==> src/rtl/psc_link_pkg.sv <==
// Framing constants and receiver FSM states shared by both ends of the PSC trigger link.
// Defaults: 50 clocks per bit, 8 data bits, trigger code 8'hA5.
package psc_link_pkg;

    localparam int unsigned    PSC_CLKS_PER_BIT = 50;
    localparam int unsigned    PSC_DATA_BITS    = 8;
    localparam logic [7:0]     PSC_TRIGGER_CODE = 8'hA5;

    typedef enum logic [2:0] {
        ST_IDLE      = 3'd0,
        ST_START     = 3'd1,
        ST_DATA      = 3'd2,
        ST_STOP      = 3'd3,
        ST_WAIT_IDLE = 3'd4
    } psc_state_e;

endpackage

==> src/rtl/psc_sync2.sv <==
// Two-flop synchroniser for the asynchronous PSC line.
// Both flops reset to 1, the idle level of the line.
module psc_sync2 (
    input  logic clk,
    input  logic reset,
    input  logic d,
    output logic q
);

    logic s1_d, s1_q;
    logic s2_d, s2_q;

    always_comb begin
        s1_d = d;
        s2_d = s1_q;
    end

    always_ff @(posedge clk) begin
        if (reset) begin
            s1_q <= 1'b1;
            s2_q <= 1'b1;
        end else begin
            s1_q <= s1_d;
            s2_q <= s2_d;
        end
    end

    assign q = s2_q;

endmodule

==> src/rtl/psc_trigger_rx.sv <==
// PSC trigger link receiver: decodes start/data/stop frames from the serial line into
// a registered code, a trigger pulse on TRIGGER_CODE, a trigger counter and a frame-error pulse.
module psc_trigger_rx
    import psc_link_pkg::*;
#(
    parameter int unsigned            CLKS_PER_BIT = PSC_CLKS_PER_BIT,
    parameter int unsigned            DATA_BITS    = PSC_DATA_BITS,
    parameter logic [DATA_BITS-1:0]   TRIGGER_CODE = DATA_BITS'(PSC_TRIGGER_CODE),
    parameter int unsigned            CNT_WIDTH    = 16
) (
    input  logic                   clk,
    input  logic                   reset,
    input  logic                   psc_input,
    output logic                   trig_out,
    output logic                   code_valid,
    output logic [DATA_BITS-1:0]   code_out,
    output logic                   frame_error,
    output logic [CNT_WIDTH-1:0]   trig_count
);

    localparam int unsigned CW = $clog2(CLKS_PER_BIT);
    localparam int unsigned BW = $clog2(DATA_BITS + 1);
    localparam logic [CW-1:0] HALF_M1 = CW'(CLKS_PER_BIT / 2 - 1);
    localparam logic [CW-1:0] FULL_M1 = CW'(CLKS_PER_BIT - 1);
    localparam logic [BW-1:0] LAST_BIT = BW'(DATA_BITS - 1);

    logic                 line_s;
    logic                 prev_d, prev_q;
    psc_state_e           state_d, state_q;
    logic [CW-1:0]        cyc_d, cyc_q;
    logic [BW-1:0]        bit_d, bit_q;
    logic [DATA_BITS-1:0] payload_d, payload_q;
    logic                 trig_d, trig_q;
    logic                 valid_d, valid_q;
    logic [DATA_BITS-1:0] code_d, code_q;
    logic                 ferr_d, ferr_q;
    logic [CNT_WIDTH-1:0] count_d, count_q;
    logic                 sample_s;
    logic                 stop_hit_s;

    psc_sync2 u_sync (
        .clk   (clk),
        .reset (reset),
        .d     (psc_input),
        .q     (line_s)
    );

    always_ff @(posedge clk) begin
        if (reset) begin
            state_q <= ST_IDLE;
        end else begin
            state_q <= state_d;
        end
    end

    // Returning to IDLE at mid stop bit leaves half a cell to catch a back-to-back start edge.
    always_comb begin
        state_d = state_q;
        case (state_q)
            ST_IDLE:      if (prev_q && !line_s) state_d = ST_START;
            ST_START:     if (cyc_q == HALF_M1) state_d = line_s ? ST_IDLE : ST_DATA;
            ST_DATA:      if ((cyc_q == FULL_M1) && (bit_q == LAST_BIT)) state_d = ST_STOP;
            ST_STOP:      if (cyc_q == FULL_M1) state_d = line_s ? ST_IDLE : ST_WAIT_IDLE;
            ST_WAIT_IDLE: if (line_s) state_d = ST_IDLE;
            default:      state_d = ST_IDLE;
        endcase
    end

    always_comb begin
        prev_d     = line_s;
        sample_s   = (state_q == ST_DATA) && (cyc_q == FULL_M1);
        stop_hit_s = (state_q == ST_STOP) && (cyc_q == FULL_M1);

        if ((state_d != state_q) || (state_q == ST_IDLE) || (state_q == ST_WAIT_IDLE)) begin
            cyc_d = '0;
        end else if (cyc_q == FULL_M1) begin
            cyc_d = '0;
        end else begin
            cyc_d = cyc_q + CW'(1);
        end

        if (state_d != state_q) begin
            bit_d = '0;
        end else if (sample_s) begin
            bit_d = bit_q + BW'(1);
        end else begin
            bit_d = bit_q;
        end

        payload_d = sample_s ? {line_s, payload_q[DATA_BITS-1:1]} : payload_q;

        valid_d = stop_hit_s && line_s;
        ferr_d  = stop_hit_s && !line_s;
        trig_d  = valid_d && (payload_q == TRIGGER_CODE);
        code_d  = valid_d ? payload_q : code_q;
        count_d = trig_d ? count_q + CNT_WIDTH'(1) : count_q;
    end

    always_ff @(posedge clk) begin
        if (reset) begin
            prev_q    <= 1'b1;
            cyc_q     <= '0;
            bit_q     <= '0;
            payload_q <= '0;
            trig_q    <= 1'b0;
            valid_q   <= 1'b0;
            code_q    <= '0;
            ferr_q    <= 1'b0;
            count_q   <= '0;
        end else begin
            prev_q    <= prev_d;
            cyc_q     <= cyc_d;
            bit_q     <= bit_d;
            payload_q <= payload_d;
            trig_q    <= trig_d;
            valid_q   <= valid_d;
            code_q    <= code_d;
            ferr_q    <= ferr_d;
            count_q   <= count_d;
        end
    end

    assign trig_out    = trig_q;
    assign code_valid  = valid_q;
    assign code_out    = code_q;
    assign frame_error = ferr_q;
    assign trig_count  = count_q;

endmodule

==> config.mk <==
export PLATFORM = sky130hd
export DESIGN_NAME = psc_trigger_rx
export DESIGN_NICKNAME = d
export VERILOG_FILES = /design/src/rtl/psc_link_pkg.sv /design/src/rtl/psc_sync2.sv /design/src/rtl/psc_trigger_rx.sv
export SDC_FILE = /design/constraint.sdc
export NUM_CORES = 1
export LEC_CHECK = 0
export CAP_MARGIN = 20
export CORE_MARGIN = 1.5
export CORE_UTILIZATION = 54
export DETAILED_ROUTE_END_ITERATION = 6
export PLACE_DENSITY = 0.79
export SLEW_MARGIN = 40
export SYNTH_ARGS = -nofsm -noshare
export SYNTH_HDL_FRONTEND = slang
export SYNTH_SLANG_ARGS = --single-unit
==> constraint.sdc <==
create_clock -name clk -period 2.7 [get_ports clk]
set_clock_uncertainty 0.2 [all_clocks]
set_input_delay 0.54 -clock clk [delete_from_list [all_inputs] [get_ports clk]]
set_output_delay 0.54 -clock clk [all_outputs]
set_load 0.03 [all_outputs]
=== Word-level counts from Yosys, hierarchy flattened ===
Cells that the tools add are included.

* Bits of input ports: 3
* Flip-flop bits (word level): 51
* Output and inout bits: 27
* Word-level logic and storage cells: 45

* Muxes and demuxes: 8
* Add/sub/neg operators: 3
* Equal/unequal tests: 9
* Reductions and logical operators: 13

{| class="wikitable"
|+ Operator list
! cell !! count
|-
| 3-bit two-way mux || 6
|-
| 16-bit by 1-bit adder with 16-bit output, second input constant || 1
|-
| 3-bit case mux with 5 select lines || 1
|-
| 8-bit == test, second input constant || 1
|-
| 1-bit logical AND || 7
|-
| 6-bit by 1-bit adder with 6-bit output, second input constant || 1
|-
| 3-bit by 2-bit == test with 1-bit output, second input constant || 2
|-
| 6-bit by 5-bit == test with 1-bit output, second input constant || 1
|-
| 6-bit == test, second input constant || 1
|-
| 4-bit by 1-bit adder with 4-bit output, second input constant || 1
|-
| 4-bit by 3-bit == test with 1-bit output, second input constant || 1
|-
| 3-bit by 1-bit == test with 1-bit output, second input constant || 1
|-
| 3-bit == test, second input constant || 1
|-
| 3-bit zero test || 1
|-
| 3-bit inequality test || 1
|-
| 3-bit OR reduction || 1
|-
| 1-bit logical OR || 2
|-
| 2-bit two-way mux || 1
|-
| 2-bit OR reduction || 1
|-
| 1-bit zero test || 1
|}

=== Depth between registers and ports, before layout ===
* Depth after elaboration: 8
* Mapped depth: 8
* Mapped depth without buffers: 7

=== Hierarchy ===
Synthesis repeated with hierarchy kept, for this count alone.

* Cell total of the unflattened synthesis: 252
* Area, all modules: 2307.2 µm²

{| class="wikitable"
|+ By module, submodules not included
! module !! area each (µm²) !! cells each !! seq. area each (µm²) !! instances
|-
| psc_trigger_rx || 2254.7 || 248 || 980.9 || 1
|-
| psc_sync2 || 52.6 || 4 || 40.0 || 1
|}

=== Worst setup path after synthesis ===
OpenSTA, ideal clock, no wires.

* Path type: reg2reg
* Start: reg cyc_q[0]
* End: reg count_q[15] (netlist: trig_count[15])
* Buffers on the path: 1
* Stages on the path, launching flop included: 8
* Setup slack: 0.316 ns
* Setup time: 0.070 ns
* Required time: 2.430 ns
* Clock period less this slack: 2.384 ns
* Arrival: 2.114 ns
* Cell sequence: dfxtp_1 > ha_1 > and4b_2 > nand4_4 > or4_1 > buf_2 > or3_1 > a21oi_1

* Word-level cells in the longest chain between the ends: 4

{| class="wikitable"
|+ Ends and longest elaborated chain
! item !! RTL line !! RTL
|-
| start, declared || psc_trigger_rx.sv:30 || <nowiki>logic [CW-1:0] cyc_d, cyc_q;</nowiki>
|-
| start signal, assigned || psc_trigger_rx.sv:112 || <nowiki>cyc_q <= cyc_d;</nowiki>
|-
| 6-bit == test || psc_trigger_rx.sv:72 || <nowiki>stop_hit_s = (state_q == ST_STOP) && (cyc_q == FULL_M1);</nowiki>
|-
| 1-bit logical AND || psc_trigger_rx.sv:72 ||
|-
| 1-bit logical AND || psc_trigger_rx.sv:92 || <nowiki>valid_d = stop_hit_s && line_s;</nowiki>
|-
| 1-bit logical AND || psc_trigger_rx.sv:94 || <nowiki>trig_d = valid_d && (payload_q == TRIGGER_CODE);</nowiki>
|-
| end signal, assigned || psc_trigger_rx.sv:119 || <nowiki>count_q <= count_d;</nowiki>
|-
| end, declared || psc_trigger_rx.sv:37 || <nowiki>logic [CNT_WIDTH-1:0] count_d, count_q;</nowiki>
|}

No other way between the ends.
A chain may end at the register's enable or synchronous reset.

=== Worst setup path after layout ===
Same ends and word-level chain as after synthesis.

==> impl_metrics.tcl <==
set metrics [dict create \
    leakagePower_nw 0.986 \
    layout_min_cycle_time_ps 2500 \
    reg2reg_slack_ps 200 \
    grt_use_total 0.215 \
    drt_wl_total_um 4300 \
    cts_htree_levels 2 \
    critPathCaptureType "register" \
    synthTopCellsByArea "dfxtp_1 (47%), mux2i_1 (7.8%), nor2_1 (6.2%), xnor2_1 (4.8%), nand3_1 (3.0%)" \
    grt_max_degree 40 \
    synth_largest_area_cell "dfxtp_1" \
    grt_pass1_wl_um 7240 \
    crit_fanout 7 \
    hold-path-cell-count 1 \
    synth.distinct_cells 34 \
    postLayoutSetupSlackWorst_ps 197 \
    dr_wl_met3_um 200 \
    drv_cap 0 \
    dp_hpwl_um 2920 \
    gr-total-overflow 0 \
    drt_drc_violations_left 0 \
    status "completed" \
    syn_area_per_cell_sq_um 9.18 \
    syn2layout_area_growth_pct 19.6 \
    design.core.area_sq_mm 0.00377 \
    synth-adder-area-share 0.0286 \
    antennaDiodeCount 0 \
    synth_xor_area_frac 0.0682 \
    clk_pin_slew_ps 90 \
    worst-path-buf-inv 0 \
    met2_wirelength_um 2020 \
    path_cells "ha_1 -> and4b_2 -> nand4_4 -> or4_1 -> or3_1 -> a21oi_1" \
    synth_nets 246 \
    routedWlPerCell_um 13.5 \
    die_h_um 66.6 \
    max_stage_delay_ps 650 \
    ir_drop_v 0.000453 \
    slowest_stage "or4_1" \
    antenna_found_initial 0 \
    cts_setup_buffers 0 \
    start_util 0.579 \
    final_common_cell "dfxtp_1" \
    start_kind "register" \
    whs_endpoint "u_sync.q$_SDFF_PP1_" \
    synth_top_family_by_area "simple AND/OR/NAND/NOR gates" \
    pin_count 30 \
    final_cell_mix "dfxtp_1 (51), nor2_1 (36), clkdlybuf4s50_1 (29)" \
    topRoutingLayerUsed "met4" \
    grt_pass1_vias 1626 \
    crit_type "reg -> reg" \
    synth_mux_area_frac 0.0779 \
    numCtsBuffers 5 \
    synth-compound-area-share 0.0550 \
    utilization 0.693 \
    cts_sinks 51 \
    vias 1768 \
    globalplace.congestion 0.847 \
    synth_ff_type "dfxtp_1" \
    synthCells 238 \
    rows 22 \
    clockBufferDepth 2 \
    pre_cts_slack_ps 209 \
    cts_tree "yes" \
    cp.required_ps 2740 \
    yosys_warnings 0 \
    tightest_slew_ps 493 \
    final.setup.tns_ps 0 \
    rr_worst_depth 6 \
    crit_family "simple AND/OR/NAND/NOR gates" \
    drive_gt1_frac 0.0741 \
    nets 277 \
    synth_enable_flop_cells 0 \
    final_hold_viol_count 0 \
    io_buffers 29 \
    min_from "u_sync.s1_q$_SDFF_PP1_" \
    synthSimpleGateAreaFrac 0.274 \
    cellPowerDensity_mw_per_mm2 465 \
    finalSetupViolations 0 \
    n_fill_cell 305 \
    synth-async-reset-ratio 0 \
    slew_headroom 0.672 \
    first_pass_iters 4 \
    fmax_mhz 400 \
    period_share 0.927 \
    met1_length_um 2020 \
    worstSkewPairLatency_ps 300 \
    syn-cell-area_sq_mm 0.00218 \
    cts-resized-gates 0 \
    drt-initial-drc-count 157 \
    rsz0062_at_grt "no" \
    die_area_sq_mm 0.00444 \
    crit_arrival_ps 2540 \
    ys_ff_latch 51 \
    root_buffer "clkbuf_8" \
    antenna_left 0 \
    ys_seq_area_frac 0.467 \
    finalMaxSlewViolations 0 \
    reg2reg_from "cyc_q[0]$_SDFF_PP0_" \
    holdBufCountCts 0 \
    hp-class "reg -> reg" \
    synth_top_area_frac 0.467 \
    timing.rr.end "trig_count[15]$_SDFFE_PP0P_" \
    vias_per_cell 5.56 \
    die-width_um 66.6 \
]
## cells in the mapped netlist (2+ instances only)
| master | number |
|---|---|
| ha_1 | 5 |
| nor3_1 | 13 |
| nor4_1 | 5 |
| clkbuf_1 | 6 |
| xnor2_1 | 12 |
| nand3_1 | 13 |
| nor2_1 | 36 |
| a311oi_1 | 2 |
| a21oi_1 | 9 |
| and4_1 | 2 |
| or3_1 | 6 |
| mux2i_1 | 17 |
| nor3b_1 | 3 |
| and4bb_2 | 3 |
| or2_2 | 4 |
| o21ai_0 | 6 |
| inv_1 | 6 |
| dfxtp_1 | 51 |
| nor2b_1 | 3 |
| xor2_1 | 5 |
| buf_2 | 3 |
| nand4_1 | 6 |
| nand2_1 | 11 |
## cell families (layout without fill, tap and decap cells)
kind of cell | count (synthesis) | count (layout)
xor+xnor | 17 | 17
fa+ha+maj | 5 | 5
compound gates | 21 | 21
simple gates | 111 | 111
buf+inv | 16 | 48
mux | 17 | 17
flops | 51 | 51
## registers in the layout, indices dropped and copies added, names as in the netlist, 3 cells and up
register	count
cyc_q	6
bit_q	4
code_out	8
payload_q	8
trig_count	16
state_q	3
## worst max-delay path by stage
| stage | endpoint | startpoint | slack, ps | cells past startpoint |
|---|---|---|---|---|
| 3_5_place_dp | trig_count[15]$_SDFFE_PP0P_ | cyc_q[0]$_SDFF_PP0_ | 210 | 6 |
| 4_1_cts | trig_count[15]$_SDFFE_PP0P_ | cyc_q[0]$_SDFF_PP0_ | 190 | 6 |
| 6_report | trig_count[15]$_SDFFE_PP0P_ | cyc_q[0]$_SDFF_PP0_ | 200 | 6 |
| 5_1_grt | trig_count[13]$_SDFFE_PP0P_ | cyc_q[0]$_SDFF_PP0_ | 60 | 6 |
| 3_3_place_gp | trig_count[15]$_SDFFE_PP0P_ | cyc_q[0]$_SDFF_PP0_ | 280 | 6 |
| 2_1_floorplan | trig_count[15]$_SDFFE_PP0P_ | cyc_q[0]$_SDFF_PP0_ | 320 | 7 |
## stage by stage
stage | total power (W) | instances | hold slack [ps] | cell area, sq um
final | 0.00122 | 318 | 210 | 2610
after global routing | 0.00126 | 318 | 213 | 2610
after CTS | 0.00123 | 318 | 211 | 2610
after detailed placement | 0.000810 | 310 | 195 | 2530
after global placement | 0.000810 | 310 | 194 | 2530
after floorplan | 0.000799 | 238 | 189 | 2180
## final cells by class
type	count	area, sq um	area share
clock inverters	1	5.00	0.00192
flip-flops and latches	51	1020	0.391
clock buffers	7	76.3	0.0292
multi-input cells	171	1100	0.421
repair buffers	34	328	0.125
well taps	48	60.1	0.0230
inverters	6	22.5	0.00862
## power by group
| group | leakage (nW) | switching, W | internal, W | total, W |
|---|---|---|---|---|
| logic | 0.533 | 0.0000228 | 0.0000123 | 0.0000351 |
| registers | 0.411 | 0.00000297 | 0.000754 | 0.000757 |
| clock network | 0.0422 | 0.000241 | 0.000182 | 0.000423 |
## per-layer routing
layer,vias to the layer above,GRT usage
met5,-,0
li1,895,-
met2,46,0.345
met4,0,0.0842
met3,4,0.0557
met1,823,0.274
## worst reg2reg max path: stages, from the launching register on
cell and delay, ps:
dfxtp_1 420, ha_1 220, and4b_2 320, nand4_4 110
or4_1 650, or3_1 390, a21oi_1 140
(Power assumes the default switching activity.)
==> patch, RTL diff (same flow settings) <==
`PSC_CLKS_PER_BIT`: 50 -> 25.
--- a/src/rtl/psc_link_pkg.sv
+++ b/src/rtl/psc_link_pkg.sv
@@ -4,3 +4,3 @@
 
-    localparam int unsigned    PSC_CLKS_PER_BIT = 50;
+    localparam int unsigned    PSC_CLKS_PER_BIT = 25;
     localparam int unsigned    PSC_DATA_BITS    = 8;
Behaviour: no difference found for any inputs over 10 cycles, from zero or initial values and one cycle with reset high; that may be too few to reach the edited logic, so the function may still have changed.
==> patch against the unedited design <==
Setup slack better by 0.23 ns; clock power up 48%; wire length down 0.12%; cell area up 2.2%; sequential cell count down 1; power up 15%; first-iteration DRC count down 22%; synthesized area up 0.97%; critical endpoint is now trig_count[7]$_SDFFE_PP0P_; largest cell class unchanged; largest power group unchanged.
==> patch: results (changes against the unedited design) <==
Hold WS: 0.216 ns (+0.00567 ns)
hold path startpoint: u_sync.s1_q$_SDFF_PP1_
synth top area cells: dfxtp_1 (45%), mux2i_1 (8.6%), nor2_1 (4.1%)
CP max stage cell: dfxtp_1
Ys Warns: 0 (unchanged)
hold depth: 1 (unchanged)
vias: 1,819 (+2.9%)
routability cong.: 0.833 (-1.6%)
critical path data arrival time: 2.31 ns (-0.23 ns)
vias in the first global route: 1,543 (-5.1%)
pre-CTS setup slack: 0.451 ns (+0.242 ns)
flop2flop setup slack: 0.42 ns (+0.23 ns)
dpl cell area: 0.00253 mm^2 (about the same)
worst reg-to-reg path cell count: 5 (-1)
Max FO, Critical Path: 18 (+11)
clock buffer count from CTS: 5 (unchanged)
Clock Latency Late Sink: 0.30 ns (about the same)
XOR/XNOR Fraction of Synth Area: 2.38% (-4.4 points)
number of fill cells: 348 (+14%)
Mapped Nets: 243 (-1.2%)
clock-pin slew on the worst setup and hold paths: 0.09 ns (about the same)
relative slew slack: 61.1% (-6.1 points)
post-route clock period utilization: 84.3% (-8.4 points)
peak per-stage delay on the critical path: 0.57 ns (-0.08 ns)
library cells used by synthesis: 35 (+2.9%)
Iter 0 DRT Violations: 123 (-22%)
sw frac: 19.9% (-2.1 points)
largest net degree at the start of global routing: 40 (unchanged)
drt first pass iters: 4 (unchanged)
crit start category: flip-flop
WHS Endpoint: u_sync.q$_SDFF_PP1_
mux contribution to synthesized area: 8.62% (+0.83 points)
share of synthesized registers carrying an async set or reset: 0% (unchanged)
Synth Area in Adders: 2.27% (-0.59 points)
status: completed
final wirelength: 4300 um (-0.12%)
gr usage total: 20.1% (-1.3 points)
Peak VDD IR: 310 uV (-32%)
CTS root buffer: clkbuf_8
detailed placer's ending HPWL: 2890 um (-0.94%)
CTS HTree Levels: 2 (unchanged)
first-pass GRT wire length: 6860 um (-5.3%)
crit-path leading delay family: simple AND/OR/NAND/NOR gates
initial antenna violation count: 0 (unchanged)
Synth Area in Compound Gates: 10.8% (+5.3 points)
fin nets: 270 (-2.5%)
worst min-delay path class: reg2reg
Commonest cells post-synth: dfxtp_1 (50), nor2_1 (24), mux2i_1 (19)
max_cap viols: 0 (unchanged)
R2R Path Start: state_q[1]$_SDFF_PP0_
port bufs: 29 (unchanged)
n_diodes: 0 (unchanged)
Setup Fix Bufs, Post-CTS: 0 (unchanged)
clock buffer depth: 2 (unchanged)
layout cell share with drive strength beyond 1: 7.58% (+0.17 points)
sequential fraction of the synthesis area: 45.4% (-1.4 points)
Resized cells post-CTS: 0 (unchanged)
CP endpoint: trig_count[7]$_SDFFE_PP0P_
Leak: 0.974 nW (-1.2%)
max reg flops: 16 (unchanged)
==> patch: cell count changes after synthesis, moves of 4 or more <==
cell      change
nor2_1       -12
a211oi_1      +5
nor3_1        -6
nor4_1        -4
a21oi_1       +7
and3_1        +6
o31ai_1       +9
xnor2_1      -11
or4_1         +8
==> patch: area by class of cell <==
class                   instances  share of cell area, %
repair buffers                 35                   12.6
flip-flops and latches         50                   37.5
inverters                       6                  0.843
clock inverters                 3                   2.58
multi-input cells             165                   41.6
clock buffers                   5                   2.58
well taps                      50                   2.34
==> patch: power groups by stage <==
| stage | combinational [mW] | clock [mW] | sequential, mW |
|---|---|---|---|
| after floorplan | 0.0212 | 0 | 0.759 |
| after global placement | 0.0276 | 0 | 0.761 |
| after detailed placement | 0.0280 | 0 | 0.761 |
| after CTS | 0.0281 | 0.640 | 0.744 |
| after global routing | 0.0313 | 0.666 | 0.745 |
| final | 0.0277 | 0.626 | 0.744 |
==> patch: routing by layer <==
layer,GRT usage [%],wire length (um),up-vias
met5,0,0,-
met4,9.95,94,0
met3,5.24,157,9
met2,32.4,2010,38
met1,24.8,2030,854
li1,-,-,918
==> patch: kinds of logic (layout without fill, tap and decap cells) <==
| family | after synthesis | in the layout |
|---|---|---|
| and+or+nand+nor | 99 | 99 |
| AOI/OAI and AO/OA | 37 | 37 |
| adders and majority gates | 4 | 4 |
| xor gates and xnor gates | 6 | 6 |
| muxes | 19 | 19 |
| buffers and inverters | 21 | 49 |
| DFF | 50 | 50 |
==> patch: metrics by stage <==
step | util, % | total power [mW] | std cells
after CTS | 67.2 | 1.41 | 314
after detailed placement | 63.8 | 0.789 | 306
after global placement | 63.8 | 0.789 | 306
after floorplan | - | 0.780 | 236
final | 67.2 | 1.40 | 314
after global routing | 67.2 | 1.44 | 314
